### src/rtl/tod_event_scheduler.sv
// Time-of-day event sequencer: latch event plus 32 seconds bits, sharing the stream with user events.
// Build option TOD_AUTO_INCREMENT_EN: an internal seconds counter supplies the transmitted value.
module tod_event_scheduler #(
    parameter int unsigned EVENT_GAP = 4,
    parameter logic [7:0]  NULL_CODE = 8'h00
) (
    input  logic        Clock,
    input  logic        Reset,
    input  logic        Pps,
    input  logic [31:0] NextSeconds,
    input  logic        SecondsLoad,
    input  logic [7:0]  UserEvent,
    input  logic        UserValid,
    output logic        UserReady,
    output logic [7:0]  EventStream,
    output logic        Busy,
    output logic        Overrun,
    output logic        Illegal
);

    // state | meaning
    // IDLE  | no sequence running; every slot is open to user events
    // LATCH | 0x7D is on EventStream this cycle
    // GAP   | spacing slot between TOD events; carries a user event or NULL_CODE
    // SHIFT | one seconds bit (0x70/0x71) is on EventStream this cycle
    typedef enum logic [1:0] {IDLE, LATCH, GAP, SHIFT} state_t;

    localparam logic [7:0] CODE_LATCH = 8'h7D;
    localparam logic [7:0] CODE_ZERO  = 8'h70;
    localparam logic [7:0] CODE_ONE   = 8'h71;
    localparam bit         HAS_GAP    = (EVENT_GAP > 0);
    localparam logic [3:0] GAP_RELOAD = HAS_GAP ? 4'(EVENT_GAP - 1) : 4'd0;

    state_t      state;
    logic [31:0] shift_reg;
    logic [4:0]  bit_cnt;
    logic [3:0]  gap_cnt;
    logic [7:0]  event_q;
    logic        overrun_q;
    logic        illegal_q;

    logic        next_is_gap;
    logic        user_fire;
    logic        user_illegal;
    logic [7:0]  user_slot;
    logic [7:0]  tod_code;
    logic [31:0] capture_value;

`ifdef TOD_AUTO_INCREMENT_EN
    logic [31:0] seconds_cnt;

    always_ff @(posedge Clock) begin
        if (Reset)
            seconds_cnt <= 32'd0;
        else if (SecondsLoad)
            seconds_cnt <= NextSeconds;
        else if (Pps)
            seconds_cnt <= seconds_cnt + 32'd1;
    end

    assign capture_value = SecondsLoad ? NextSeconds : seconds_cnt + 32'd1;
`else
    logic unused_seconds_load;
    assign unused_seconds_load = SecondsLoad;
    assign capture_value       = NextSeconds;
`endif

    // A user event accepted now lands in the next slot, so readiness looks one slot ahead.
    always_comb begin
        next_is_gap = 1'b0;
        if (HAS_GAP) begin
            case (state)
                LATCH:   next_is_gap = 1'b1;
                GAP:     next_is_gap = (gap_cnt != 4'd0);
                SHIFT:   next_is_gap = (bit_cnt != 5'd0);
                default: next_is_gap = 1'b0;
            endcase
        end
    end

    assign UserReady    = !Reset && !Pps && ((state == IDLE) || next_is_gap);
    assign user_fire    = UserValid && UserReady;
    assign user_illegal = (UserEvent == CODE_ZERO) || (UserEvent == CODE_ONE) ||
                          (UserEvent == CODE_LATCH);
    assign user_slot    = (user_fire && !user_illegal) ? UserEvent : NULL_CODE;
    assign tod_code     = shift_reg[31] ? CODE_ONE : CODE_ZERO;

    always_ff @(posedge Clock) begin
        if (Reset) begin
            state     <= IDLE;
            shift_reg <= 32'd0;
            bit_cnt   <= 5'd0;
            gap_cnt   <= 4'd0;
            event_q   <= NULL_CODE;
            overrun_q <= 1'b0;
            illegal_q <= 1'b0;
        end else begin
            if (user_fire && user_illegal)
                illegal_q <= 1'b1;
            if (Pps) begin
                if (state != IDLE)
                    overrun_q <= 1'b1;
                shift_reg <= capture_value;
                bit_cnt   <= 5'd31;
                state     <= LATCH;
                event_q   <= CODE_LATCH;
            end else begin
                event_q <= user_slot;
                case (state)
                    LATCH: begin
                        if (HAS_GAP) begin
                            state   <= GAP;
                            gap_cnt <= GAP_RELOAD;
                        end else begin
                            state     <= SHIFT;
                            event_q   <= tod_code;
                            shift_reg <= {shift_reg[30:0], 1'b0};
                        end
                    end
                    GAP: begin
                        if (gap_cnt != 4'd0) begin
                            gap_cnt <= gap_cnt - 4'd1;
                        end else begin
                            state     <= SHIFT;
                            event_q   <= tod_code;
                            shift_reg <= {shift_reg[30:0], 1'b0};
                        end
                    end
                    SHIFT: begin
                        if (bit_cnt == 5'd0) begin
                            state <= IDLE;
                        end else begin
                            bit_cnt <= bit_cnt - 5'd1;
                            if (HAS_GAP) begin
                                state   <= GAP;
                                gap_cnt <= GAP_RELOAD;
                            end else begin
                                event_q   <= tod_code;
                                shift_reg <= {shift_reg[30:0], 1'b0};
                            end
                        end
                    end
                    default: ;
                endcase
            end
        end
    end

    assign EventStream = event_q;
    assign Busy        = (state != IDLE);
    assign Overrun     = overrun_q;
    assign Illegal     = illegal_q;

endmodule

### config.mk
export PLATFORM = sky130hd
export DESIGN_NAME = tod_event_scheduler
export DESIGN_NICKNAME = d
export VERILOG_FILES = /design/src/rtl/tod_event_scheduler.sv
export SDC_FILE = /design/constraint.sdc
export NUM_CORES = 1
export LEC_CHECK = 0
export CORE_ASPECT_RATIO = 0.8
export CORE_MARGIN = 4
export CORE_UTILIZATION = 44
export CTS_CLUSTER_SIZE = 24
export DETAILED_ROUTE_END_ITERATION = 6
export HOLD_SLACK_MARGIN = 0.03
export PLACE_DENSITY_LB_ADDON = 0.15
export SLEW_MARGIN = 5
export SYNTH_ARGS = -nofsm -noshare
export SYNTH_HDL_FRONTEND = slang
export SYNTH_SLANG_ARGS = --single-unit
### constraint.sdc
create_clock -name Clock -period 1.6 [get_ports Clock]
set_input_delay 0.16 -clock Clock [delete_from_list [all_inputs] [get_ports Clock]]
set_output_delay 0.16 -clock Clock [all_outputs]
set_load 0.05 [all_outputs]
==> run metrics <==
status=complete, but fails checks; violated checks=setup timing; largest family of logic cells by synthesized area=compound AO/OA/AOI/OAI gates; Site Rows=23; skew final=0.01194 ns; Root Driver=clkbuf_8; Slew HR=between 70% and 80%; post-route cell area=~3400 sq um; Synth Area in Adders=roughly 2.1%; die area=6568 sq um; First-pass DRT Iterations=4; CTS tree=built; crit path launch type=flop; placed inst area=between 3000 and 4000 sq um; Total GRT Usage=approximately 18%; clock sinks=53; # diodes=0; Core Region=slightly above 5000 sq um; multiplexer area fraction after synthesis=roughly 14%; post-synthesis sequential area ratio=between 40% and 50%; Initial Util=46.03%; Fin. Hold Viols=0; number of flip-flops under the largest register name=32; Worst Slack Setup Final=-0.1110 ns; final setup fails=23; post-route insts no fill=380; Least-Margin Pin Slew=approximately 0.34 ns; placed cell count=around 360; asr flop ratio synth=0%; initial antenna violation count=0; CP required=between 1 and 1.5 ns; RSZ-0062 raised after global routing=yes; Yosys cell types=42; initial DRC count=between 60 and 70; compound-gate portion of the synthesized area=between 10% and 20%; half-perimeter wire length after placement=3650 um; Clk Latency, worst-skew pair=0.31 ns; CTS Buf Count=5; Chip Height=about 73 um; Worst-path clk slew=~0.1 ns; Routed WL=slightly below 6000 um; Slew Viols, Final=0; vias in the first global route=about 1900; via count=just over 2000; instance count of the mapped netlist=approximately 240; Final Cycle Share=106.9%; Max-cap violations=0; I/O Buffers=55; DRC Markers=0; worst setup path category=flop to primary output; number of synthesized register bits=between 50 and 60; CP Capture Type=primary output; WP data arrival=1.55 ns; Boundary Pins=57; yosys warns=0; crit path max fanout=2; hold crit path type=primary input to flop; post-synthesis xor/xnor area fraction=under 10%; number of synthesized flops with an enable pin=0; Worst VDD drop=436.5 uV; final core utilization=roughly 68%; Post-Syn Nets=291; first-pass GRT wire length=~8900 um; CTS Buffer Depth=2; FMAX=approximately 580 MHz; die extent in x=between 80 and 90 um; Final ANT Viol Nets=0; GRT overflow=0; Synth Cell Area=approximately 2300 sq um; drt wl/cell=15.53 um; nets=367; area delta synth->final=47.01%; Synth Area in Simple Gates=15.31%; pin count of the biggest net entering global routing=33; Avg Cell Area, Syn=approximately 9.7 sq um; Synth Flop Type=dfxtp_1; CTS H-tree lvls=2; share of layout cells above drive strength 1=around 30%; Avg Vias per Cell=~5.4; gpl congestion=approximately 0.74; CTS Hold Bufs=0; Fill cells=around 410; PwrDens=about 840 nW/um^2; fin crit period=1.711 ns; Leak=about 1.5 nW; PnR Total Power=between 0.002 and 0.003 W
[final timing paths]
kind,start,endpoint,slack (ns),cells past startpoint
worst max register to register,gap_cnt[1],shift_reg[27],-0.08,8
worst min register to register,Overrun,Overrun,0.48,2
worst min-delay path,Reset,Overrun,0.33,3
worst max-delay path,bit_cnt[1],UserReady,-0.11,6
[worst max-delay path, cell delays in order (launching register included)]
cell and delay [ns]:
dfxtp_2 0.33, inv_2 0.07, ha_4 0.13, nor4b_4 0.23, a31oi_2 0.15, and2_4 0.19, buf_12 0.14
[layout by cell type, fill, tap and decap left out, drive strengths merged, types with 3 or more instances in the layout]
cell,netlist,routed
nor2,39,39
inv,5,5
clkdlybuf4s50,0,42
a211oi,35,35
a21oi,5,5
buf,6,43
clkbuf,12,8
a21o,5,5
a31oi,3,3
ha,4,4
dfxtp,53,53
nand2,4,4
xnor2,3,3
and2,5,5
mux2i,32,32
nor3,3,3
[report_power, final]
group	internal [W]	leakage [nW]	switching, W
combinational	0.000343	1.05	0.000300
sequential	0.00141	0.441	0.0000610
clock	0.000343	0.0433	0.000440
[metal layers]
metal,global-route usage [%],share of wire (%),up-vias
li1,-,-,1027
met1,22.83,45,965
met2,27.76,48,54
met3,4.372,5.8,12
met4,7.273,1.8,0
met5,0,0,-
[cell usage after synthesis (2+ instances only)]
cell type,count,area [sq um]
buf_2,2,10.01
a31oi_1,3,18.77
a211oi_1,35,262.8
and2_1,5,31.28
nor2b_1,2,12.51
inv_1,5,18.77
nand2b_1,2,12.51
or2_2,2,12.51
a21oi_1,5,25.02
a21o_1,5,37.54
buf_4,3,22.52
nand2_1,4,15.01
xnor2_1,3,26.28
clkbuf_1,11,41.29
nand3_1,2,10.01
dfxtp_1,53,1061
nor3_1,3,15.01
ha_1,4,50.05
nor2_1,39,146.4
mux2i_1,32,320.3
[final cells by class]
cell class | count | area [sq um] | area share [%]
multi-input cells | 166 | 1339 | 38.84
flip-flops and latches | 53 | 1066 | 30.93
repair buffers | 87 | 855.8 | 24.83
clock buffers | 6 | 82.58 | 2.396
well taps | 62 | 77.57 | 2.250
inverters | 5 | 18.77 | 0.5445
clock inverters | 1 | 7.507 | 0.2178
[kinds of logic after synthesis]
logic type	after synthesis
XOR/XNOR	4
adder cells (fa/ha/maj)	4
buffers and inverters	23
AND/OR/NAND/NOR	70
flip-flops	53
AO/OA/AOI/OAI	56
multiplexers	32
[stage by stage]
step	TNS [ns]	hold WS, ns	setup slack (ns)
2_1_floorplan	0	0.2702	0.03973
3_3_place_gp	-0.7830	0.4585	-0.1384
3_5_place_dp	-1.138	0.4659	-0.1725
4_1_cts	-1.634	0.3267	-0.1033
5_1_grt	-4.415	0.3444	-0.1688
6_report	-0.6768	0.3294	-0.1110
[timing repair]
item	in CTS	in global routing
gates resized for setup	16	27
cloned	0	3
setup endpoints to repair	43	52
pin swaps	21	36
setup buffers	8	2
(Power assumes the default switching activity.)
